`src/rtl/uart_rx_cfg.sv`:
```
// Parametrised UART receiver: 2-FF synchroniser, oversampled 3-sample majority vote,
// parity/framing/break/overrun reporting and a one-entry valid/ready output register.
module uart_rx_cfg #(
    parameter int CLK_FREQ   = 50_000_000,
    parameter int BAUD_RATE  = 115200,
    parameter int DATA_BITS  = 8,
    parameter int PARITY     = 0,
    parameter int STOP_BITS  = 1,
    parameter int OVERSAMPLE = 16
) (
    input  logic                 clk,
    input  logic                 rst,
    input  logic                 rx,
    output logic [DATA_BITS-1:0] data_out,
    output logic                 valid,
    input  logic                 ready,
    output logic                 parity_err,
    output logic                 frame_err,
    output logic                 break_det,
    output logic                 overrun
);
    localparam int DIV   = CLK_FREQ / (BAUD_RATE * OVERSAMPLE);
    localparam int M     = OVERSAMPLE / 2;
    localparam int DIV_W = (DIV > 1) ? $clog2(DIV) : 1;
    localparam int S_W   = $clog2(OVERSAMPLE);
    localparam int BC_W  = $clog2(DATA_BITS);

    localparam logic [2:0] ST_IDLE   = 3'd0;
    localparam logic [2:0] ST_START  = 3'd1;
    localparam logic [2:0] ST_DATA   = 3'd2;
    localparam logic [2:0] ST_PARITY = 3'd3;
    localparam logic [2:0] ST_STOP   = 3'd4;
    localparam logic [2:0] ST_BREAK  = 3'd5;

    generate
        if (DIV < 1 || (OVERSAMPLE % 2) != 0 || OVERSAMPLE < 8 ||
            DATA_BITS < 5 || DATA_BITS > 9 || (STOP_BITS != 1 && STOP_BITS != 2) ||
            PARITY < 0 || PARITY > 2) begin : g_bad_params
            $error("uart_rx_cfg: illegal parameter combination");
        end
    endgenerate

    logic                 rx_meta_reg, rxs_reg;
    logic [2:0]           state_reg;
    logic [DIV_W-1:0]     div_cnt_reg;
    logic [S_W-1:0]       samp_cnt_reg;
    logic [BC_W-1:0]      bit_cnt_reg;
    logic                 stop_cnt_reg;
    logic                 samp_a_reg, samp_b_reg;
    logic [DATA_BITS-1:0] shift_reg;
    logic                 par_bit_reg;
    logic                 stop_low_reg, first_stop_low_reg;
    logic [DATA_BITS-1:0] data_out_reg;
    logic                 valid_reg, parity_err_reg, frame_err_reg, break_det_reg, overrun_reg;

    logic tick, at_decide, at_end, vote, last_stop, frame_done;
    logic first_stop_zero, is_break, deliver, load, parity_calc, frame_err_calc, shift_en;

    assign tick      = (div_cnt_reg == DIV_W'(DIV - 1));
    assign at_decide = tick && (samp_cnt_reg == S_W'(M + 1));
    assign at_end    = tick && (samp_cnt_reg == S_W'(OVERSAMPLE - 1));
    assign vote      = (samp_a_reg & samp_b_reg) | (samp_a_reg & rxs_reg) | (samp_b_reg & rxs_reg);
    assign last_stop = (stop_cnt_reg == 1'(STOP_BITS - 1));
    assign shift_en  = (state_reg == ST_DATA) && at_decide;

    // Frame completes at the decision tick of the last stop bit so a back-to-back start can be caught.
    assign frame_done      = (state_reg == ST_STOP) && at_decide && last_stop;
    assign first_stop_zero = (stop_cnt_reg == 1'b0) ? ~vote : first_stop_low_reg;
    assign frame_err_calc  = stop_low_reg | ~vote;
    assign is_break        = frame_done && (shift_reg == '0) &&
                             ((PARITY == 0) || !par_bit_reg) && first_stop_zero;
    assign deliver         = frame_done && !is_break;
    assign load            = deliver && (!valid_reg || ready);

    always_comb begin
        parity_calc = 1'b0;
        if (PARITY == 1)
            parity_calc = ~(^shift_reg ^ par_bit_reg);
        else if (PARITY == 2)
            parity_calc = ^shift_reg ^ par_bit_reg;
    end

    always_ff @(posedge clk) begin
        if (rst) begin
            rx_meta_reg <= 1'b1;
            rxs_reg     <= 1'b1;
        end else begin
            rx_meta_reg <= rx;
            rxs_reg     <= rx_meta_reg;
        end
    end

    genvar gi;
    generate
        for (gi = 0; gi < DATA_BITS; gi++) begin : g_shift
            if (gi == DATA_BITS - 1) begin : g_top
                always_ff @(posedge clk) begin
                    if (rst)           shift_reg[gi] <= 1'b0;
                    else if (shift_en) shift_reg[gi] <= vote;
                end
            end else begin : g_mid
                always_ff @(posedge clk) begin
                    if (rst)           shift_reg[gi] <= 1'b0;
                    else if (shift_en) shift_reg[gi] <= shift_reg[gi+1];
                end
            end
        end
    endgenerate

    always_ff @(posedge clk) begin
        if (rst) begin
            state_reg          <= ST_IDLE;
            div_cnt_reg        <= '0;
            samp_cnt_reg       <= '0;
            bit_cnt_reg        <= '0;
            stop_cnt_reg       <= 1'b0;
            samp_a_reg         <= 1'b1;
            samp_b_reg         <= 1'b1;
            par_bit_reg        <= 1'b0;
            stop_low_reg       <= 1'b0;
            first_stop_low_reg <= 1'b0;
        end else begin
            if (state_reg == ST_IDLE || state_reg == ST_BREAK) begin
                div_cnt_reg  <= '0;
                samp_cnt_reg <= '0;
            end else if (tick) begin
                div_cnt_reg  <= '0;
                samp_cnt_reg <= at_end ? '0 : samp_cnt_reg + 1'b1;
            end else begin
                div_cnt_reg <= div_cnt_reg + 1'b1;
            end

            if (tick && samp_cnt_reg == S_W'(M - 1)) samp_a_reg <= rxs_reg;
            if (tick && samp_cnt_reg == S_W'(M))     samp_b_reg <= rxs_reg;

            case (state_reg)
                ST_IDLE: begin
                    bit_cnt_reg        <= '0;
                    stop_cnt_reg       <= 1'b0;
                    stop_low_reg       <= 1'b0;
                    first_stop_low_reg <= 1'b0;
                    if (!rxs_reg) state_reg <= ST_START;
                end
                ST_START: begin
                    if (at_decide && vote) state_reg <= ST_IDLE;
                    else if (at_end)       state_reg <= ST_DATA;
                end
                ST_DATA: begin
                    if (at_end) begin
                        if (bit_cnt_reg == BC_W'(DATA_BITS - 1))
                            state_reg <= (PARITY != 0) ? ST_PARITY : ST_STOP;
                        else
                            bit_cnt_reg <= bit_cnt_reg + 1'b1;
                    end
                end
                ST_PARITY: begin
                    if (at_decide) par_bit_reg <= vote;
                    if (at_end)    state_reg   <= ST_STOP;
                end
                ST_STOP: begin
                    if (at_decide) begin
                        if (last_stop) begin
                            state_reg <= is_break ? ST_BREAK : ST_IDLE;
                        end else begin
                            first_stop_low_reg <= ~vote;
                            stop_low_reg       <= stop_low_reg | ~vote;
                        end
                    end
                    if (at_end) stop_cnt_reg <= stop_cnt_reg + 1'b1;
                end
                ST_BREAK: begin
                    if (rxs_reg) state_reg <= ST_IDLE;
                end
                default: state_reg <= ST_IDLE;
            endcase
        end
    end

    always_ff @(posedge clk) begin
        if (rst) begin
            data_out_reg   <= '0;
            valid_reg      <= 1'b0;
            parity_err_reg <= 1'b0;
            frame_err_reg  <= 1'b0;
            break_det_reg  <= 1'b0;
            overrun_reg    <= 1'b0;
        end else begin
            break_det_reg <= is_break;
            overrun_reg   <= deliver && valid_reg && !ready;
            if (load) begin
                data_out_reg   <= shift_reg;
                parity_err_reg <= parity_calc;
                frame_err_reg  <= frame_err_calc;
                valid_reg      <= 1'b1;
            end else if (valid_reg && ready) begin
                valid_reg <= 1'b0;
            end
        end
    end

    assign data_out   = data_out_reg;
    assign valid      = valid_reg;
    assign parity_err = parity_err_reg;
    assign frame_err  = frame_err_reg;
    assign break_det  = break_det_reg;
    assign overrun    = overrun_reg;
endmodule

```
`config.mk`:
```
export PLATFORM = sky130hd
export DESIGN_NAME = uart_rx_cfg
export DESIGN_NICKNAME = d
export VERILOG_FILES = /design/src/rtl/uart_rx_cfg.sv
export SDC_FILE = /design/constraint.sdc
export NUM_CORES = 1
export LEC_CHECK = 0
export CORE_MARGIN = 5
export CORE_UTILIZATION = 49
export CTS_BUF_LIST = sky130_fd_sc_hd__clkbuf_4 sky130_fd_sc_hd__clkbuf_8
export DETAILED_ROUTE_END_ITERATION = 12
export PLACE_DENSITY_LB_ADDON = 0.2
export REMOVE_ABC_BUFFERS = 1
export SYNTH_ARGS = -nofsm -noshare
export SYNTH_HDL_FRONTEND = slang
export SYNTH_SLANG_ARGS = --single-unit
```
`constraint.sdc`:
```
create_clock -name clk -period 4.6 [get_ports clk]
set_input_delay 0.92 -clock clk [delete_from_list [all_inputs] [get_ports clk]]
set_output_delay 0.92 -clock clk [all_outputs]
set_load 0.01 [all_outputs]
```
* Word level (Yosys, flattened, before mapping)
Cells that the tools add are included. W data, S select, Z words.
Storage, ports and cells: flip-flop bits (word level) 42, input port bits 4
Operators by class: reduce and logical (&&, ||, !) cells 31, mux-type cells 26, equality and inequality tests 22, add/sub/neg operators 4, bitwise logic cells 8
Operators with widths (count):
- $mux W3 | 12
- $ne A2 B2 Y1 const B | 9
- $pmux W3 S6 | 1
- $logic_and A1 B1 Y1 | 15
- $eq A4 B4 Y1 const B | 3
- $eq A3 B3 Y1 const B | 3
- $logic_not A8 Y1 | 1
- $mux W1 | 8
- $reduce_and A8 Y1 | 1
- $eq A3 B2 Y1 const B | 2
- $pmux W1 S2 | 3
- $pmux W3 S2 | 1
- $reduce_and A3 Y1 | 2
- $reduce_bool A2 Y1 | 3
- $add A5 B1 Y5 const B | 1
- $eq A5 B5 Y1 const B | 1
- $add A4 B1 Y4 const B | 1
- $eq A4 B3 Y1 const B | 1
- $mux W4 | 1
- $add A3 B1 Y3 const B | 1
- $and A1 B1 Y1 | 3
- $eq A3 B1 Y1 const B | 1
- $logic_not A1 Y1 | 3
- $logic_not A3 Y1 | 1
- other kinds (9) | 13

* Longest topological paths before layout
depth in word-level cells 10, mapped depth 9

* Least setup slack after synthesis
OpenSTA, ideal clock, no wires.
path type register -> register, from register div_cnt_reg[0], to register data_out_reg[0] (netlist: data_out[0]), buffers on the path 2, clock period less this slack 1.693 ns, slack 2.907 ns, required time 4.472 ns, arrival time 1.566 ns, cell stages (with the launch flop) 10, cells stage by stage dfxtp_1 > inv_1 > ha_1 > and4b_1 > buf_2 > nand3_2 > a311oi_2 > buf_6 > mux2i_1 > nor2_1
On the way: word-level cells in the longest chain between the ends 9
Ends and longest elaborated chain:
- from (decl) | line 45 | logic [DIV_W-1:0] div_cnt_reg;
- from (signal assigned) | line 130 | div_cnt_reg <= div_cnt_reg + 1'b1;
- $eq A5 B5 Y1 * | line 59 | assign tick = (div_cnt_reg == DIV_W'(DIV - 1));
- $logic_and A1 B1 Y1 * | line 60 | assign at_decide = tick && (samp_cnt_reg == S_W'(M + 1));
- $logic_and A1 B1 Y1 * (2 in series) | line 67 | assign frame_done = (state_reg == ST_STOP) && at_decide && last_stop;
- $logic_and A1 B1 Y1 | line 70 | assign is_break = frame_done && (shift_reg == '0) &&
- $logic_and A1 B1 Y1 | line 71 | ((PARITY == 0) || !par_bit_reg) && first_stop_zero;
- $logic_not A1 Y1 | line 72 | assign deliver = frame_done && !is_break;
- $logic_and A1 B1 Y1 * | line 72
- $logic_and A1 B1 Y1 * | line 73 | assign load = deliver && (!valid_reg || ready);
- to (signal assigned) | line 191 | data_out_reg <= shift_reg;
- to (decl) | line 53 | logic [DATA_BITS-1:0] data_out_reg;
Every way passes the cells marked *; elsewhere a longest branch is shown, timed or not. A chain may end at the register's enable or synchronous reset.

* Worst setup path in the final report
from register div_cnt_reg[0], to register shift_reg[3]
On the way: word-level cells in the longest chain between the ends 3
Ends and longest elaborated chain:
- $eq A5 B5 Y1 | line 59
- $logic_and A1 B1 Y1 | line 60
- $logic_and A1 B1 Y1 | line 64 | assign shift_en = (state_reg == ST_DATA) && at_decide;
- to (signal, indexed assignment) | line 104 | else if (shift_en) shift_reg[gi] <= shift_reg[gi+1];
- to (decl) | line 50 | logic [DATA_BITS-1:0] shift_reg;
Every way passes these cells.

==> out/summary.txt <==
STATUS
--------------------------------------------------------------------------------------
Outcome                                                                   complete, no violations

GLOBAL ROUTING
--------------------------------------------------------------------------------------
Global-route wire length before repair                                         6380 µm
Residual overflow from global routing                                                0
Initial antenna violation count                                                      0
Overall fraction of global-route tracks in use                                   0.153
Pin count of the biggest net entering global routing                                20
Number of global-route vias before repair                                        1,433

YOSYS
--------------------------------------------------------------------------------------
Combinational family with the most area after synthesis                   simple AND/OR/NAND/NOR gates
Area share of the leading cell type in the synthesized netlist                   0.439
Largest cells by area after synthesis                                     dfxtp_1 44%, mux2i_1 10%, nor2_1 6.9%, ha_1 4.6%, nand2b_1 2.6%
Fraction of the mapped netlist area in adder cells                              0.0509
Fraction of the yosys area taken by sequential cells                             0.439
Commonest cells post-synth                                                42 x dfxtp_1, 35 x nor2_1, 20 x mux2i_1
Cell type with the highest aggregate area in the netlist                       dfxtp_1
Top FF cell, synth                                                             dfxtp_1
Yosys warns                                                                          0
Count of mapped cells out of synthesis                                             208
Flip-flop and latch count after synthesis                                           42
Simple-gate area share of the yosys netlist                                      0.240
EDFF count, synth                                                                    0
XOR/XNOR share of the synthesized area                                          0.0228
Compound-cell area share of the yosys netlist                                   0.0946
Proportion of synthesized area in mux cells                                      0.104
Count leader, synth                                                            dfxtp_1
Share of synthesized registers carrying an async set or reset                        0
Number of different library cells in the post-synthesis netlist                     48
Post-Synthesis Cell Area                                                      1920 µm²
Mean Syn Cell Area                                                            9.22 µm²

FLOORPLANNING
--------------------------------------------------------------------------------------
Rows                                                                                22
Chip height                                                                    72.5 µm
# IOs                                                                               17
Effective utilization at floorplan                                               0.516
Horizontal die dimension                                                       72.5 µm
DIE AREA                                                                      5260 µm²
Core footprint                                                                3720 µm²

CELLS AND AREA
--------------------------------------------------------------------------------------
Proportion of layout cells with a drive suffix above 1                          0.0727
Final design area excluding fillers                                           2210 µm²
Diodes inserted                                                                      0
Area overhead of the layout relative to synthesis                                15.1%
Number of nets in the finished design                                              230
Util after Layout                                                                0.594

STA
--------------------------------------------------------------------------------------
Worst slew margin                                                                0.359
Max Clock Freq                                                               0.402 GHz
Final Max Slew Viols                                                                 0
RSZ-0062 raised after global routing                                                no
Tmin final                                                                     2.49 ns
Number of failing hold endpoints at the final stage                                  0
Count of endpoints failing setup in the final report                                 0
Slew at the pin closest to its max-slew limit                                 0.961 ns
Setup skew after layout                                                     0.00336 ns
Worst hold margin                                                             0.413 ns
Setup_tns                                                                         0 ns
Final cycle utilization of the critical path                                     0.541

SETUP PATH
--------------------------------------------------------------------------------------
Biggest fanout along the worst timing path                                           8
Startpoint type of the worst setup path                                      flip-flop
Path type of the worst setup path                                              reg2reg
Worst Path Arrival                                                             2.64 ns
Type of destination of the critical path                                     flip-flop
CP required                                                                    4.75 ns

ROUTING
--------------------------------------------------------------------------------------
Detailed Route Iter0 Violations                                                     87
Via-to-Cell Ratio                                                                 5.47
Drt total wl                                                                   3840 µm
Vias post-DR                                                                     1,466
Post-route antenna net violation count                                               0
DRC violations left                                                                  0
Detailed-router iteration count before antenna repair                                4
Post-DR wirelength/cell                                                        14.3 µm

CTS
--------------------------------------------------------------------------------------
Clock Tree Root                                                               clkbuf_8
TritonCTS clock tree                                                              done
Maximum level of the CTS H-tree                                                      2
Clock slew at the register clock pins of the worst setup and hold paths        0.08 ns
Skew-Pair Late Insertion Delay                                                 0.29 ns
Number of buffers added by the clock tree synthesis step                             5
Post-CTS Setup Repair Bufs                                                           0
Clock Path Buffers                                                                   2
Number of resized instances in the post-cts repair step                              0
CTS sink cnt                                                                        42
Hold-fix buffers, CTS                                                                0

HOLD PATH
--------------------------------------------------------------------------------------
Hold Path Class                                                                reg2reg

POWER
--------------------------------------------------------------------------------------
Worst voltage drop across the vdd grid                                          303 µV
Pwr dens                                                                    399 nW/µm²
Leakage power of the design                                                   0.779 nW
Design Power                                                                0.000881 W

PLACED DESIGN
--------------------------------------------------------------------------------------
Placement-stage cell area                                                     2060 µm²
Quantity of I/O buffers inserted on ports                                           15
DP Wirelength                                                                  2750 µm
Final weighted congestion in routability-driven placement                        0.857

JOB
--------------------------------------------------------------------------------------
Max-cap violations                                                                   0

==> routing by layer <==
metal	track usage	routed length [µm]
met1	0.190	1790
met2	0.245	1810
met3	0.0485	160
met4	0.0615	83
met5	0	0
==> path summary, 6_finish.rpt <==
check	from	endpoint	slack, ns	depth (start not counted)
worst max-delay path	div_cnt_reg[0]	shift_reg[3]	2.11	7
worst min-delay path	rx_meta_reg	rxs_reg	0.41	1
worst max register to register	div_cnt_reg[0]	shift_reg[3]	2.11	7
worst min register to register	rx_meta_reg	rxs_reg	0.41	1
==> worst max-delay path, stage by stage, from the launching register on <==
cell and delay, ns:
dfxtp_1 0.34, inv_1 0.06, ha_1 0.17, and4b_1 0.40, and2_1 0.28, nor2b_1 0.76, mux2i_1 0.27, nor2_1 0.07
==> where the power goes <==
| part | internal [W] | leakage [nW] | switching, W | total, W |
|---|---|---|---|---|
| Sequential | 0.000377 | 0.339 | 0.0000313 | 0.000408 |
| Clock | 0.000231 | 0.0714 | 0.000123 | 0.000354 |
| Combinational | 0.0000476 | 0.368 | 0.0000711 | 0.000119 |
| Total | 0.000656 | 0.779 | 0.000225 | 0.000881 |
==> cell families after synthesis <==
family                   count (synthesis)
AO/OA/AOI/OAI                           26
XOR/XNOR                                 5
adder cells (fa/ha/maj)                  8
buffers and inverters                   17
flip-flops                              42
multiplexers                            20
other                                    1
AND/OR/NAND/NOR                         89
==> cells in the final DEF, fill, tap and decap left out, types with 5 or more instances in the layout <==
cell / count
mux2i_1: 20
nand2_1: 12
nand2b_1: 8
nor2_1: 35
clkdlybuf4s50_1: 15
clkbuf_8: 6
ha_1: 7
inv_1: 5
nor3_1: 6
dfxtp_1: 42
nand3_1: 7
a21oi_1: 8
==> cell type report <==
class | count | area [µm²]
Clock buffer | 6 | 82.6
Clock inverter | 2 | 60.1
Fill cell | 339 | 1510
Inverter | 5 | 18.8
Multi-Input combinational cell | 149 | 987
Sequential cell | 42 | 841
Tap cell | 48 | 60.1
Timing Repair Buffer | 16 | 158
==> stage by stage <==
step,cells,setup WS [ns]
floorplan,196,2.58
global placement,260,1.93
detailed placement,260,1.87
global route,268,1.94
finish,268,2.11
CTS,268,2.11
No activity file was read; power rests on OpenSTA's default activity.
